[config.mk]
export PLATFORM = sky130hd
export DESIGN_NAME = iter_shape_scheduler_flat
export DESIGN_NICKNAME = d
export VERILOG_FILES = /design/src/rtl/iter_shape_scheduler_if.sv /design/src/rtl/iter_shape_scheduler.sv /design/src/flat_wrapper.sv
export SDC_FILE = /design/constraint.sdc
export NUM_CORES = 1
export LEC_CHECK = 0
export BUFFER_PORTS_ARGS = -buffer_cell sky130_fd_sc_hd__buf_2
export CORE_UTILIZATION = 52
export DETAILED_ROUTE_END_ITERATION = 8
export PLACE_DENSITY = 0.85
export SLEW_MARGIN = 15
export SYNTH_ARGS = -nofsm -noshare
export SYNTH_HDL_FRONTEND = slang
export SYNTH_SLANG_ARGS = --single-unit
[constraint.sdc]
create_clock -name clk -period 2.5 [get_ports clk]
set_clock_uncertainty 0.2 [all_clocks]
set_input_delay 0.125 -clock clk [delete_from_list [all_inputs] [get_ports clk]]
set_output_delay 0.125 -clock clk [all_outputs]
set_load 0.01 [all_outputs]
[src/rtl/iter_shape_scheduler_if.sv]
// Handshake bundle between frame timing, iter_shape_scheduler and the line scanner.
// master drives frame control and scanner status; slave is the scheduler itself.
interface iter_shape_scheduler_if #(
  parameter int NSHAPE = 7,
  parameter int IDW    = (NSHAPE > 1) ? $clog2(NSHAPE) : 1,
  parameter int CNTW   = 8
);
  logic              frame_start;
  logic [NSHAPE-1:0] shape_en;
  logic              abort;
  logic              scan_start;
  logic              scan_busy;
  logic              scan_done;
  logic [IDW-1:0]    shape_id;
  logic              shape_valid;
  logic              busy;
  logic              frame_done;
  logic              aborted;
  logic              overrun;
  logic [CNTW-1:0]   overrun_cnt;
  logic              ovr_clear;

  modport master (
    output frame_start, shape_en, abort, scan_busy, scan_done, ovr_clear,
    input  scan_start, shape_id, shape_valid, busy, frame_done, aborted,
           overrun, overrun_cnt
  );

  modport slave (
    input  frame_start, shape_en, abort, scan_busy, scan_done, ovr_clear,
    output scan_start, shape_id, shape_valid, busy, frame_done, aborted,
           overrun, overrun_cnt
  );
endinterface

[src/rtl/iter_shape_scheduler.sv]
// Frame sequencer: walks enabled shapes lowest index first and runs one line-scanner
// pass per shape, with abort/drain handling and a saturating dropped-frame counter.
module iter_shape_scheduler #(
  parameter int NSHAPE = 7,
  parameter int IDW    = (NSHAPE > 1) ? $clog2(NSHAPE) : 1,
  parameter int CNTW   = 8
) (
  input logic                    clk,
  input logic                    rst_n,
  iter_shape_scheduler_if.slave  bus
);

  typedef enum logic [2:0] {
    S_IDLE   = 3'd0,
    S_SELECT = 3'd1,
    S_START  = 3'd2,
    S_WAIT   = 3'd3,
    S_DRAIN  = 3'd4,
    S_FIN    = 3'd5
  } state_t;

  state_t            state_r, next_state_s;
  logic [NSHAPE-1:0] pend_r;
  logic [IDW-1:0]    shape_id_r;
  logic              scan_start_r, shape_valid_r, busy_r, frame_done_r;
  logic              aborted_r, overrun_r;
  logic [CNTW-1:0]   overrun_cnt_r;
  logic              accept_s, drop_s, abort_take_s;

  function automatic logic [IDW-1:0] lowest_idx(input logic [NSHAPE-1:0] m);
    lowest_idx = {IDW{1'b0}};
    for (int i = NSHAPE - 1; i >= 0; i--) begin
      if (m[i]) lowest_idx = IDW'(i);
      else      lowest_idx = lowest_idx;
    end
  endfunction

  assign accept_s     = bus.frame_start && (state_r == S_IDLE);
  assign drop_s       = bus.frame_start && (state_r != S_IDLE);
  assign abort_take_s = bus.abort && ((state_r == S_SELECT) || (state_r == S_START) ||
                                      (state_r == S_WAIT));

  // State register
  always_ff @(posedge clk or negedge rst_n) begin
    if (!rst_n) state_r <= S_IDLE;
    else        state_r <= next_state_s;
  end

  // Next-state decode; abort outranks scan_done and pending work
  always_comb begin
    next_state_s = state_r;
    case (state_r)
      S_IDLE:   if (bus.frame_start) next_state_s = S_SELECT;
                else                 next_state_s = S_IDLE;
      S_SELECT: if (bus.abort)                      next_state_s = S_DRAIN;
                else if (pend_r == {NSHAPE{1'b0}})  next_state_s = S_FIN;
                else                                next_state_s = S_START;
      S_START:  if (bus.abort) next_state_s = S_DRAIN;
                else           next_state_s = S_WAIT;
      S_WAIT:   if (bus.abort)          next_state_s = S_DRAIN;
                else if (bus.scan_done) next_state_s = S_SELECT;
                else                    next_state_s = S_WAIT;
      S_DRAIN:  if (!bus.scan_busy && !bus.scan_done) next_state_s = S_FIN;
                else                                  next_state_s = S_DRAIN;
      S_FIN:    next_state_s = S_IDLE;
      default:  next_state_s = S_IDLE;
    endcase
  end

  // Moore outputs registered from the next state so they line up with the state itself
  always_ff @(posedge clk or negedge rst_n) begin
    if (!rst_n) begin
      scan_start_r  <= 1'b0;
      shape_valid_r <= 1'b0;
      busy_r        <= 1'b0;
      frame_done_r  <= 1'b0;
      aborted_r     <= 1'b0;
    end else begin
      scan_start_r  <= (next_state_s == S_START);
      shape_valid_r <= (next_state_s == S_START) || (next_state_s == S_WAIT);
      busy_r        <= (next_state_s != S_IDLE);
      frame_done_r  <= (next_state_s == S_FIN);
      if (accept_s)          aborted_r <= 1'b0;
      else if (abort_take_s) aborted_r <= 1'b1;
      else                   aborted_r <= aborted_r;
    end
  end

  // Pending-shape mask and current shape index
  always_ff @(posedge clk or negedge rst_n) begin
    if (!rst_n) begin
      pend_r     <= {NSHAPE{1'b0}};
      shape_id_r <= {IDW{1'b0}};
    end else if (accept_s) begin
      pend_r     <= bus.shape_en;
      shape_id_r <= shape_id_r;
    end else if ((state_r == S_SELECT) && !bus.abort && (pend_r != {NSHAPE{1'b0}})) begin
      pend_r     <= pend_r & (pend_r - NSHAPE'(1));
      shape_id_r <= lowest_idx(pend_r);
    end else begin
      pend_r     <= pend_r;
      shape_id_r <= shape_id_r;
    end
  end

  // Sticky overrun flag and saturating drop counter; clear wins over increment
  always_ff @(posedge clk or negedge rst_n) begin
    if (!rst_n) begin
      overrun_r     <= 1'b0;
      overrun_cnt_r <= {CNTW{1'b0}};
    end else if (bus.ovr_clear) begin
      overrun_r     <= 1'b0;
      overrun_cnt_r <= {CNTW{1'b0}};
    end else if (drop_s) begin
      overrun_r     <= 1'b1;
      if (overrun_cnt_r == {CNTW{1'b1}}) overrun_cnt_r <= overrun_cnt_r;
      else                               overrun_cnt_r <= overrun_cnt_r + CNTW'(1);
    end else begin
      overrun_r     <= overrun_r;
      overrun_cnt_r <= overrun_cnt_r;
    end
  end

  // Output drive; an abort seen during START masks that cycle's start pulse
  always_comb begin
    bus.scan_start  = scan_start_r & ~bus.abort;
    bus.shape_id    = shape_id_r;
    bus.shape_valid = shape_valid_r;
    bus.busy        = busy_r;
    bus.frame_done  = frame_done_r;
    bus.aborted     = aborted_r;
    bus.overrun     = overrun_r;
    bus.overrun_cnt = overrun_cnt_r;
  end

endmodule
[src/flat_wrapper.sv]
// flat-port wrapper written by rule: the top's interface ports become plain ports
module iter_shape_scheduler_flat 
#(
  parameter int NSHAPE = 7,
  parameter int IDW    = (NSHAPE > 1) ? $clog2(NSHAPE) : 1,
  parameter int CNTW   = 8
)
  (clk, rst_n, bus_frame_start, bus_shape_en, bus_abort, bus_scan_busy, bus_scan_done, bus_ovr_clear, bus_scan_start, bus_shape_id, bus_shape_valid, bus_busy, bus_frame_done, bus_aborted, bus_overrun, bus_overrun_cnt);
  iter_shape_scheduler_if #(.NSHAPE(NSHAPE), .IDW(IDW), .CNTW(CNTW)) bus_i ();
  input logic clk;
  input logic rst_n;
  input wire logic [$bits(bus_i.frame_start)-1:0] bus_frame_start;
  input wire logic [$bits(bus_i.shape_en)-1:0] bus_shape_en;
  input wire logic [$bits(bus_i.abort)-1:0] bus_abort;
  input wire logic [$bits(bus_i.scan_busy)-1:0] bus_scan_busy;
  input wire logic [$bits(bus_i.scan_done)-1:0] bus_scan_done;
  input wire logic [$bits(bus_i.ovr_clear)-1:0] bus_ovr_clear;
  output wire logic [$bits(bus_i.scan_start)-1:0] bus_scan_start;
  output wire logic [$bits(bus_i.shape_id)-1:0] bus_shape_id;
  output wire logic [$bits(bus_i.shape_valid)-1:0] bus_shape_valid;
  output wire logic [$bits(bus_i.busy)-1:0] bus_busy;
  output wire logic [$bits(bus_i.frame_done)-1:0] bus_frame_done;
  output wire logic [$bits(bus_i.aborted)-1:0] bus_aborted;
  output wire logic [$bits(bus_i.overrun)-1:0] bus_overrun;
  output wire logic [$bits(bus_i.overrun_cnt)-1:0] bus_overrun_cnt;
  assign bus_i.frame_start = bus_frame_start;
  assign bus_i.shape_en = bus_shape_en;
  assign bus_i.abort = bus_abort;
  assign bus_i.scan_busy = bus_scan_busy;
  assign bus_i.scan_done = bus_scan_done;
  assign bus_i.ovr_clear = bus_ovr_clear;
  assign bus_scan_start = bus_i.scan_start;
  assign bus_shape_id = bus_i.shape_id;
  assign bus_shape_valid = bus_i.shape_valid;
  assign bus_busy = bus_i.busy;
  assign bus_frame_done = bus_i.frame_done;
  assign bus_aborted = bus_i.aborted;
  assign bus_overrun = bus_i.overrun;
  assign bus_overrun_cnt = bus_i.overrun_cnt;
  iter_shape_scheduler #(.NSHAPE(NSHAPE), .IDW(IDW), .CNTW(CNTW)) u_core (.clk(clk), .rst_n(rst_n), .bus(bus_i));
endmodule
==> results of run 1 <==
-- worst reg2reg max path: cells and delay by family (launching register included) --
| family | cells | cell delay [ns] |
|---|---|---|
| flip-flops | 1 | 0.57 |
| buffers and inverters | 1 | 0.11 |
| AO/OA/AOI/OAI | 1 | 0.19 |
| AND/OR/NAND/NOR | 1 | 0.55 |
| multiplexers | 1 | 0.31 |
-- power breakdown --
group          leakage (nW)  switching, mW  internal (mW)
sequential            0.351          0.160          0.575
clock                0.0177          0.130         0.0600
combinational         0.415          0.308          0.276
total                 0.784          0.598          0.911
-- flip-flops by register name, summed over array words and instances (netlist names), 3 cells and up --
register and cells:
u_core.state_r 3, u_core.bus.overrun_cnt 8, u_core.pend_r 7, u_core.bus.shape_id 3
-- final timing paths --
kind                                        startpoint                   endpoint  cells past startpoint
worst max-delay path                 u_core.state_r[2]     u_core.bus.shape_id[1]                      4
max in group asynchronous                        rst_n           u_core.pend_r[3]                      2
worst min-delay path                             rst_n  u_core.bus.overrun_cnt[4]                      2
worst min register to register  u_core.bus.shape_id[1]     u_core.bus.shape_id[1]                      1
min in group clk                         bus_scan_busy          u_core.state_r[0]                      4
worst max register to register       u_core.state_r[2]     u_core.bus.shape_id[1]                      4
-- layout by cell type (no fill, tap or decap), types with 4 or more instances in the layout --
cell,instances
a21oi_1,7
buf_2,30
dfrtp_1,27
dlygate4sd3_1,13
inv_1,6
mux2i_1,4
nand2_1,19
nand3_1,4
nor2_1,12
o21ai_0,11
-- layout make-up --
| cell class | count | area [sq um] | area share |
|---|---|---|---|
| Inverter | 7 | 26.3 | 0.0158 |
| Clock inverter | 1 | 5.00 | 0.00301 |
| Tap cell | 28 | 35.0 | 0.0211 |
| Clock buffer | 3 | 22.5 | 0.0136 |
| Timing Repair Buffer | 44 | 288 | 0.173 |
| Multi-Input combinational cell | 98 | 609 | 0.367 |
| Sequential cell | 27 | 676 | 0.407 |
-- stage by stage --
stage,area [sq um],utilization
final,1660,0.717
after global routing,1660,0.717
after CTS,1660,0.717
after detailed placement,1500,0.649
after global placement,1500,0.649
after floorplan,1330,-
-- routing by layer --
layer  up-vias  share of wire  global-route usage  wire length (um)
met5         -              0                   0                 0
met2        22           0.49               0.388              1390
met1       539           0.46               0.282              1290
li1        579              -                   -                 -
met4         0          0.024               0.118                69
met3         8          0.028              0.0435                79
-- logic make-up (layout without fill, tap and decap cells) --
group           Yosys count  after routing  synth area share
simple gates             55             55             0.221
compound gates           35             35             0.176
flops                    27             27             0.507
buf+inv                  12             55            0.0357
mux                       5              5            0.0385
xor+xnor                  2              2            0.0131
fa+ha+maj                 1              1           0.00939
==> impl_metrics.toml, run 1 <==
[run_status]
status = "finished, final reports clean"

[yosys]
postSynthRegisterBits = 27
synth.top_cells.by_count = "dfrtp_1 (27), nand2_1 (19), nor2_1 (12)"
synth-main-ff-cell = "dfrtp_1"
seq_area_frac_synth = 0.507
synthDominantCellAreaShare = 0.507
postSynthCellCount = 137
largest_area_contributor_in_the_synthesized_netlist = "dfrtp_1"
yosys.cell_count.top_type = "dfrtp_1"
synth_cell_type_count = 37
synthTopCellsByArea = "dfrtp_1 (51%), nand2_1 (5.4%), o21ai_0 (4.1%)"
avgSynthCellArea_sq_um = 9.73
synth.cell_area_sq_um = 1330
synth_nets = 152
yosys_warnings = 0
async_reset_ff_frac = 1.00
synth_edf_count = 0

[die]
io_pins = 31
die_height_um = 52.6
floorplan.die_area_sq_um = 2770
die_w_um = 52.6
row_count = 17
core-area_sq_um = 2320
starting_utilization_of_the_core_area = 0.575

[sta]
finalSetupTns_ns = 0
max_fclk_ghz = 0.496
final_period_minus_worst_setup_slack_ns = 2.01
fin_crit_sh = 0.806
timing.slew.headroom = 0.596
grt_setup_unrepaired = "false"
post-route-worst-setup-slack_ns = 0.485
finalHoldViolCount = 0
timing_max_transition_violations_final = 0
final-setup-viol-count = 0
worst-slew-pin-transition_ns = 0.606
worst_hold_slack_ns = 0.115

[clocking]
cts_post_setup_buffers_inserted = 0
clock_tree.buffer_depth = 2
clk_pin_slew_worst_paths_ns = 0.15
cts_hold_buf = 13
tritoncts = "yes"
cts_root_buffer = "clkbuf_4"
cts_resized = 0
numCtsBuffers = 3
cts.sinks = 27
worst_skew_pair.late_latency_ns = 0.33
cts_max_level = 1

[global_routing]
antenna_found_initial = 0
via_count_of_the_first_global_routing_pass = 1080
grt_max_degree = 28
global_route_wire_length_before_repair_um = 4600
grt.total_usage = 0.232
global_route.overflow_total = 0

[worst_setup_path]
worst_path_dominant_cell_family = "flip-flops"
crit_slowest_cell = "dfrtp_1"
cp_num_buf_inv = 1
path_class = "reg -> reg"
worst_path_max_stage_delay_ns = 0.57
timing.reg2reg.setup_slack_ns = 0.49
cp_data_required_time_ns = 2.53
startpoint_type = "register"
timing.critical_path.arrival_ns = 2.05
worst_path_cell_chain = "nor4b_2 > o21ai_2 > inv_2 > mux2_1"
endpoint_kind = "register"
worst-path-max-fanout = 13

[drt]
initialDrtViolationCount = 25
dr_total_vias = 1148
routed_wire_length_um = 2840
drt_pass1_iterations = 4
residual_drc = 0
drt-wirelength-per-cell_um = 13.6
route.antenna.remaining_nets = 0
post_dr_vias_cell = 5.52

[placed_design]
gp_congestion = 0.884
io_buffers = 30
preCtsSetupSlack_ns = 0.493
detailed_place_hpwl_um = 1920
place.detailed.instances = 191

[cells_and_area]
fill_cells = 177
insertedDiodeCount = 0
finish.cell_count_without_fillers = 208
drive_gt1_frac = 0.244
net_count_reported_at_finish = 196
synthToLayoutAreaGrowth_pct = 24.7

[pwr]
p_leak_nw = 0.784
power.density_nw_per_um2 = 908
vdd.ir_drop.worst_uv = 686
finalPower_mw = 1.51

[min_path]
hold_class = "in -> async"

[flow_run]
maxCapViolCount = 0
No activity file was read; power rests on OpenSTA's default activity.
==> run 2, diff against run 1 <==
- clock period: 2.5 -> 2.1 ns (I/O delays scaled with it)
==> run 2 against run 1 <==
Effect of this change:
- design area rose by 0.30%
- via count rose by 3.0%
- combinational power rose by 27%
- sequential cell count did not move
- fmax rose by 0.97%
- sequential power rose by 17%
- core utilization rose by 0.22 points
- die area did not move
- sequential share of layout area fell by 0.12 points
- highest routed layer unchanged
- largest cell class unchanged
- worst hold slack got worse by 0.019 ns
- total power rose by 21%
- register-to-register slack got worse by 0.38 ns
==> impl_metrics.toml, run 2 (synthesis gave the netlist of run 1 again) <==
[sta]
post-route-worst-setup-slack_ns = 0.105
worst_hold_slack_ns = 0.0963
grt_setup_unrepaired = "false"
timing_max_transition_violations_final = 0
worst-slew-pin-transition_ns = 0.586
final-setup-viol-count = 0
fin_crit_sh = 0.950
finalSetupTns_ns = 0
final_period_minus_worst_setup_slack_ns = 2.00
timing.slew.headroom = 0.609
max_fclk_ghz = 0.501
finalHoldViolCount = 0

[cells_and_area]
finish.cell_count_without_fillers = 209
final_cell_area_sq_um = 1670
insertedDiodeCount = 0
mostFrequentLayoutCells = "buf_2 (30), dfrtp_1 (27), nand2_1 (19), nor2_1 (12), dlygate4sd3_1 (12)"
net_count_reported_at_finish = 197
mostFrequentLayoutCell = "buf_2"
fin_util = 0.719
drive_gt1_frac = 0.254
synthToLayoutAreaGrowth_pct = 25.1
flip_flop_count_of_the_largest_register_all_copies_and_words_added = 8

[pwr]
power.switching_fraction = 0.396
vdd.ir_drop.worst_uv = 725
power.density_nw_per_um2 = 1090
net-switching-power_mw = 0.722
finalPower_mw = 1.82
p_leak_nw = 0.793
seqPwrFrac = 0.470
power_frac_clock = 0.122
comb_power_share = 0.407
internal_power_mw = 1.10

[worst_setup_path]
startpoint_type = "register"
path_class = "reg -> reg"
cp_data_required_time_ns = 2.17
worst-path-max-fanout = 6
timing.critical_path.arrival_ns = 2.07
endpoint_kind = "register"

[placed_design]
gp_congestion = 0.838
post_dp_cell_area_sq_um = 1520
preCtsSetupSlack_ns = 0.143
place.detailed.instances = 193
io_buffers = 30
detailed_place_hpwl_um = 1940

[min_path]
hold_class = "in -> async"

[die]
die_w_um = 52.6
row_count = 17
core-area_sq_um = 2320
io_pins = 31
starting_utilization_of_the_core_area = 0.575
die_height_um = 52.6
floorplan.die_area_sq_um = 2770

[clocking]
clock_tree.buffer_depth = 2
clk_pin_slew_worst_paths_ns = 0.15
tritoncts = "yes"
cts.sinks = 27
cts_post_setup_buffers_inserted = 0
cts_root_buffer = "clkbuf_4"
numCtsBuffers = 3
worst_skew_pair.late_latency_ns = 0.32
cts_max_level = 1

[global_routing]
grt.total_usage = 0.242
antenna_found_initial = 0
via_count_of_the_first_global_routing_pass = 1061
global_route.overflow_total = 0
grt_max_degree = 28
global_route_wire_length_before_repair_um = 4800

[drt]
topRoutingLayerUsed = "met4"
initialDrtViolationCount = 50
dr_wl_met3_um = 73
post_dr_vias_cell = 5.66
detail_route.wirelength.met1_um = 1300
route.antenna.remaining_nets = 0
detailroute.wirelength.met2_um = 1480
drt_pass1_iterations = 4
dr_total_vias = 1183
routed_wire_length_um = 2890
drt-wirelength-per-cell_um = 13.8
residual_drc = 0

[flow_run]
maxCapViolCount = 0

[run_status]
status = "finished, final reports clean"
run 2: changes by cell type in the layout (fill, tap and decap cells not counted):
| cell | change |
|---|---|
| buf_4 | +2 |
| dlygate4sd3_1 | -1 |
run 2: power groups by stage:
stage                     combinational, mW  sequential, mW  clock [mW]
after floorplan                       0.503           0.846           0
after global placement                0.688           0.851           0
after detailed placement              0.719           0.862           0
after CTS                             0.740           0.849       0.227
after global routing                  0.842           0.879       0.259
final                                 0.742           0.856       0.223
run 2: worst max-delay path, cell delays in order, from the launching register on:
cell and delay [ns]:
dfrtp_1 0.46, or4_4 0.55, or4_4 0.44, a22oi_4 0.15
and2_1 0.15
run 2: final cells by class:
class	count	area (sq um)
clock buffers	3	22.5
flip-flops and latches	27	676
inverters	7	26.3
fillers	161	652
multi-input cells	98	609
well taps	28	35.0
clock inverters	1	5.00
repair buffers	45	293
run 2: per-layer routing:
layer / vias up / track usage
met5: - / 0
met4: 0 / 0.0833
met3: 4 / 0.0261
met2: 28 / 0.424
met1: 571 / 0.307
li1: 580 / -
run 2: what timing repair did:
item | CTS | global route
hold buffers | 12 | 0
resized for setup | 0 | 0
hold endpoints to repair | 46 | 0
run 2: path summary, 6_finish.rpt:
check	start	to	slack [ns]	cells past startpoint
min in group clk	bus_scan_busy	u_core.state_r[0]	0.19	4
max in group asynchronous	rst_n	u_core.pend_r[4]	1.22	2
worst min-delay path	rst_n	u_core.bus.aborted	0.1	2
worst max register to register	u_core.pend_r[0]	u_core.bus.frame_done	0.10	4
worst min register to register	u_core.bus.shape_id[1]	u_core.bus.shape_id[1]	0.31	1
worst max-delay path	u_core.pend_r[0]	u_core.bus.frame_done	0.10	4
==> run 3, diff against run 2 <==
- RECOVER_POWER: unset -> 50
==> run 3 against run 2 <==
Effect of this change:
- global-route usage did not move
- fmax barely moved
- setup slack improved by 0.0017 ns
- sequential power barely moved
- design area fell by 0.68%
- critical path depth did not move
- highest routed layer unchanged
==> impl_metrics.toml, run 3 (synthesis gave the netlist of run 1 again) <==
[cells_and_area]
synthToLayoutAreaGrowth_pct = 24.2
mostFrequentLayoutCell = "dfrtp_1"
net_count_reported_at_finish = 197
drive_gt1_frac = 0.204
fin_util = 0.714
multi_input_combinational_cell_area_sq_um = 609
final_cell_area_sq_um = 1660
insertedDiodeCount = 0
mostFrequentLayoutCells = "dfrtp_1 (27), buf_2 (21), nand2_1 (19), nor2_1 (12), dlygate4sd3_1 (12)"
flip_flop_count_of_the_largest_register_all_copies_and_words_added = 8
final-seq-area_sq_um = 676
fill_cells = 168

[worst_setup_path]
worstReg2RegEnd = "u_core.bus.frame_done"
cp_data_required_time_ns = 2.17
reg2reg_from = "u_core.pend_r[0]"
startpoint_type = "register"
worst_path_max_stage_delay_ns = 0.55
worst-path-max-fanout = 6
timing.critical_path.arrival_ns = 2.07
timing.reg2reg.setup_slack_ns = 0.11
path_class = "reg -> reg"
critical_path.most_common_cell = "or4_4"
endpoint_kind = "register"
crit_start = "u_core.pend_r[0]"
timing.reg2reg.worst_path_depth = 4
worst_path_cell_chain = "or4_4 > or4_4 > a22oi_4 > and2_1"
end_point_of_the_critical_path = "u_core.bus.frame_done"
crit_slowest_cell = "or4_4"

[die]
die_w_um = 52.6
io_pins = 31
floorplan.die_area_sq_um = 2770
core-area_sq_um = 2320
row_count = 17
die_height_um = 52.6
starting_utilization_of_the_core_area = 0.575

[sta]
timing_max_transition_violations_final = 0
final_period_minus_worst_setup_slack_ns = 1.99
timing.slew.headroom = 0.0728
worst-slew-pin-transition_ns = 1.39
grt_setup_unrepaired = "false"
max_fclk_ghz = 0.502
worst_hold_slack_ns = 0.194
finalSetupTns_ns = 0
final-setup-viol-count = 0
fin_crit_sh = 0.949
finalHoldViolCount = 0

[clocking]
tritoncts = "yes"
clk_pin_slew_worst_paths_ns = 0.15
cts_root_buffer = "clkbuf_4"
cts_resized = 0
cts_hold_buf = 12
worst_skew_pair.late_latency_ns = 0.32
cts_post_setup_buffers_inserted = 0
cts_max_level = 1
cts.sinks = 27
clock_tree.buffer_depth = 2
numCtsBuffers = 3

[global_routing]
global_route.overflow_total = 0
grt.total_usage = 0.242
antenna_found_initial = 0
via_count_of_the_first_global_routing_pass = 1061
global_route_wire_length_before_repair_um = 4800
grt_max_degree = 28

[placed_design]
post_dp_cell_area_sq_um = 1520
io_buffers = 30
gp_congestion = 0.838
detailed_place_hpwl_um = 1940

[min_path]
hold_class = "in -> reg"
min_path_cells = 4

[drt]
route.antenna.remaining_nets = 0
dr_total_vias = 1184
drt-wirelength-per-cell_um = 13.8
drt_pass1_iterations = 4
routed_wire_length_um = 2890
initialDrtViolationCount = 45
post_dr_vias_cell = 5.67
residual_drc = 0

[pwr]
power.density_nw_per_um2 = 1090
vdd.ir_drop.worst_uv = 723
p_leak_nw = 0.762

[flow_run]
maxCapViolCount = 0

[run_status]
status = "finished, final reports clean"
[run 3: cell types whose count changed in the layout (fill, tap and decap cells not counted), sizes merged]
cell    previous run  this run
buf               33        24
clkbuf             3        12
[run 3: stage by stage]
step / setup slack, ns / cells / power [mW]
2_1_floorplan: 0.220 / 137 / 1.35
3_3_place_gp: 0.192 / 193 / 1.54
3_5_place_dp: 0.143 / 193 / 1.58
4_1_cts: 0.114 / 209 / 1.82
5_1_grt: 0.0579 / 209 / 1.96
6_report: 0.106 / 209 / 1.81
[run 3: routing by layer]
layer | share of wire | global-route usage | vias up | wire length (um)
met4 | 0.012 | 0.0833 | 0 | 35
li1 | - | - | 581 | -
met3 | 0.029 | 0.0261 | 4 | 85
met5 | 0 | 0 | - | 0
met1 | 0.44 | 0.307 | 571 | 1280
met2 | 0.52 | 0.424 | 28 | 1490
[run 3: cell type report]
| class | instances | area share |
|---|---|---|
| clock buffer | 3 | 0.0136 |
| inverter | 7 | 0.0159 |
| clock inverter | 1 | 0.00302 |
| multi-input combinational | 98 | 0.368 |
| timing repair buffer | 45 | 0.170 |
| tap | 28 | 0.0212 |
| sequential | 27 | 0.408 |
[run 3: where the power goes]
part | switching (mW) | internal (mW) | total [mW]
Sequential | 0.174 | 0.685 | 0.859
Clock | 0.151 | 0.0713 | 0.222
Combinational | 0.400 | 0.326 | 0.726
Total | 0.725 | 1.08 | 1.81
[run 3: worst min-delay path by stage]
stage	slack, ns	endpoint	start
final	0.19	u_core.state_r[0]	bus_scan_busy
after global routing	0.19	u_core.state_r[0]	bus_scan_busy
after CTS	0.11	u_core.bus.aborted	rst_n
after detailed placement	-0.06	u_core.bus.overrun_cnt[4]	rst_n
after global placement	-0.07	u_core.bus.overrun_cnt[5]	rst_n
after floorplan	-0.39	u_core.bus.aborted	rst_n
[run 3: worst max-delay path: cells and delay by family, from the launching register on]
family,cells,cell delay [ns]
and+or+nand+nor,3,1.14
DFF,1,0.46
AOI/OAI and AO/OA,1,0.15
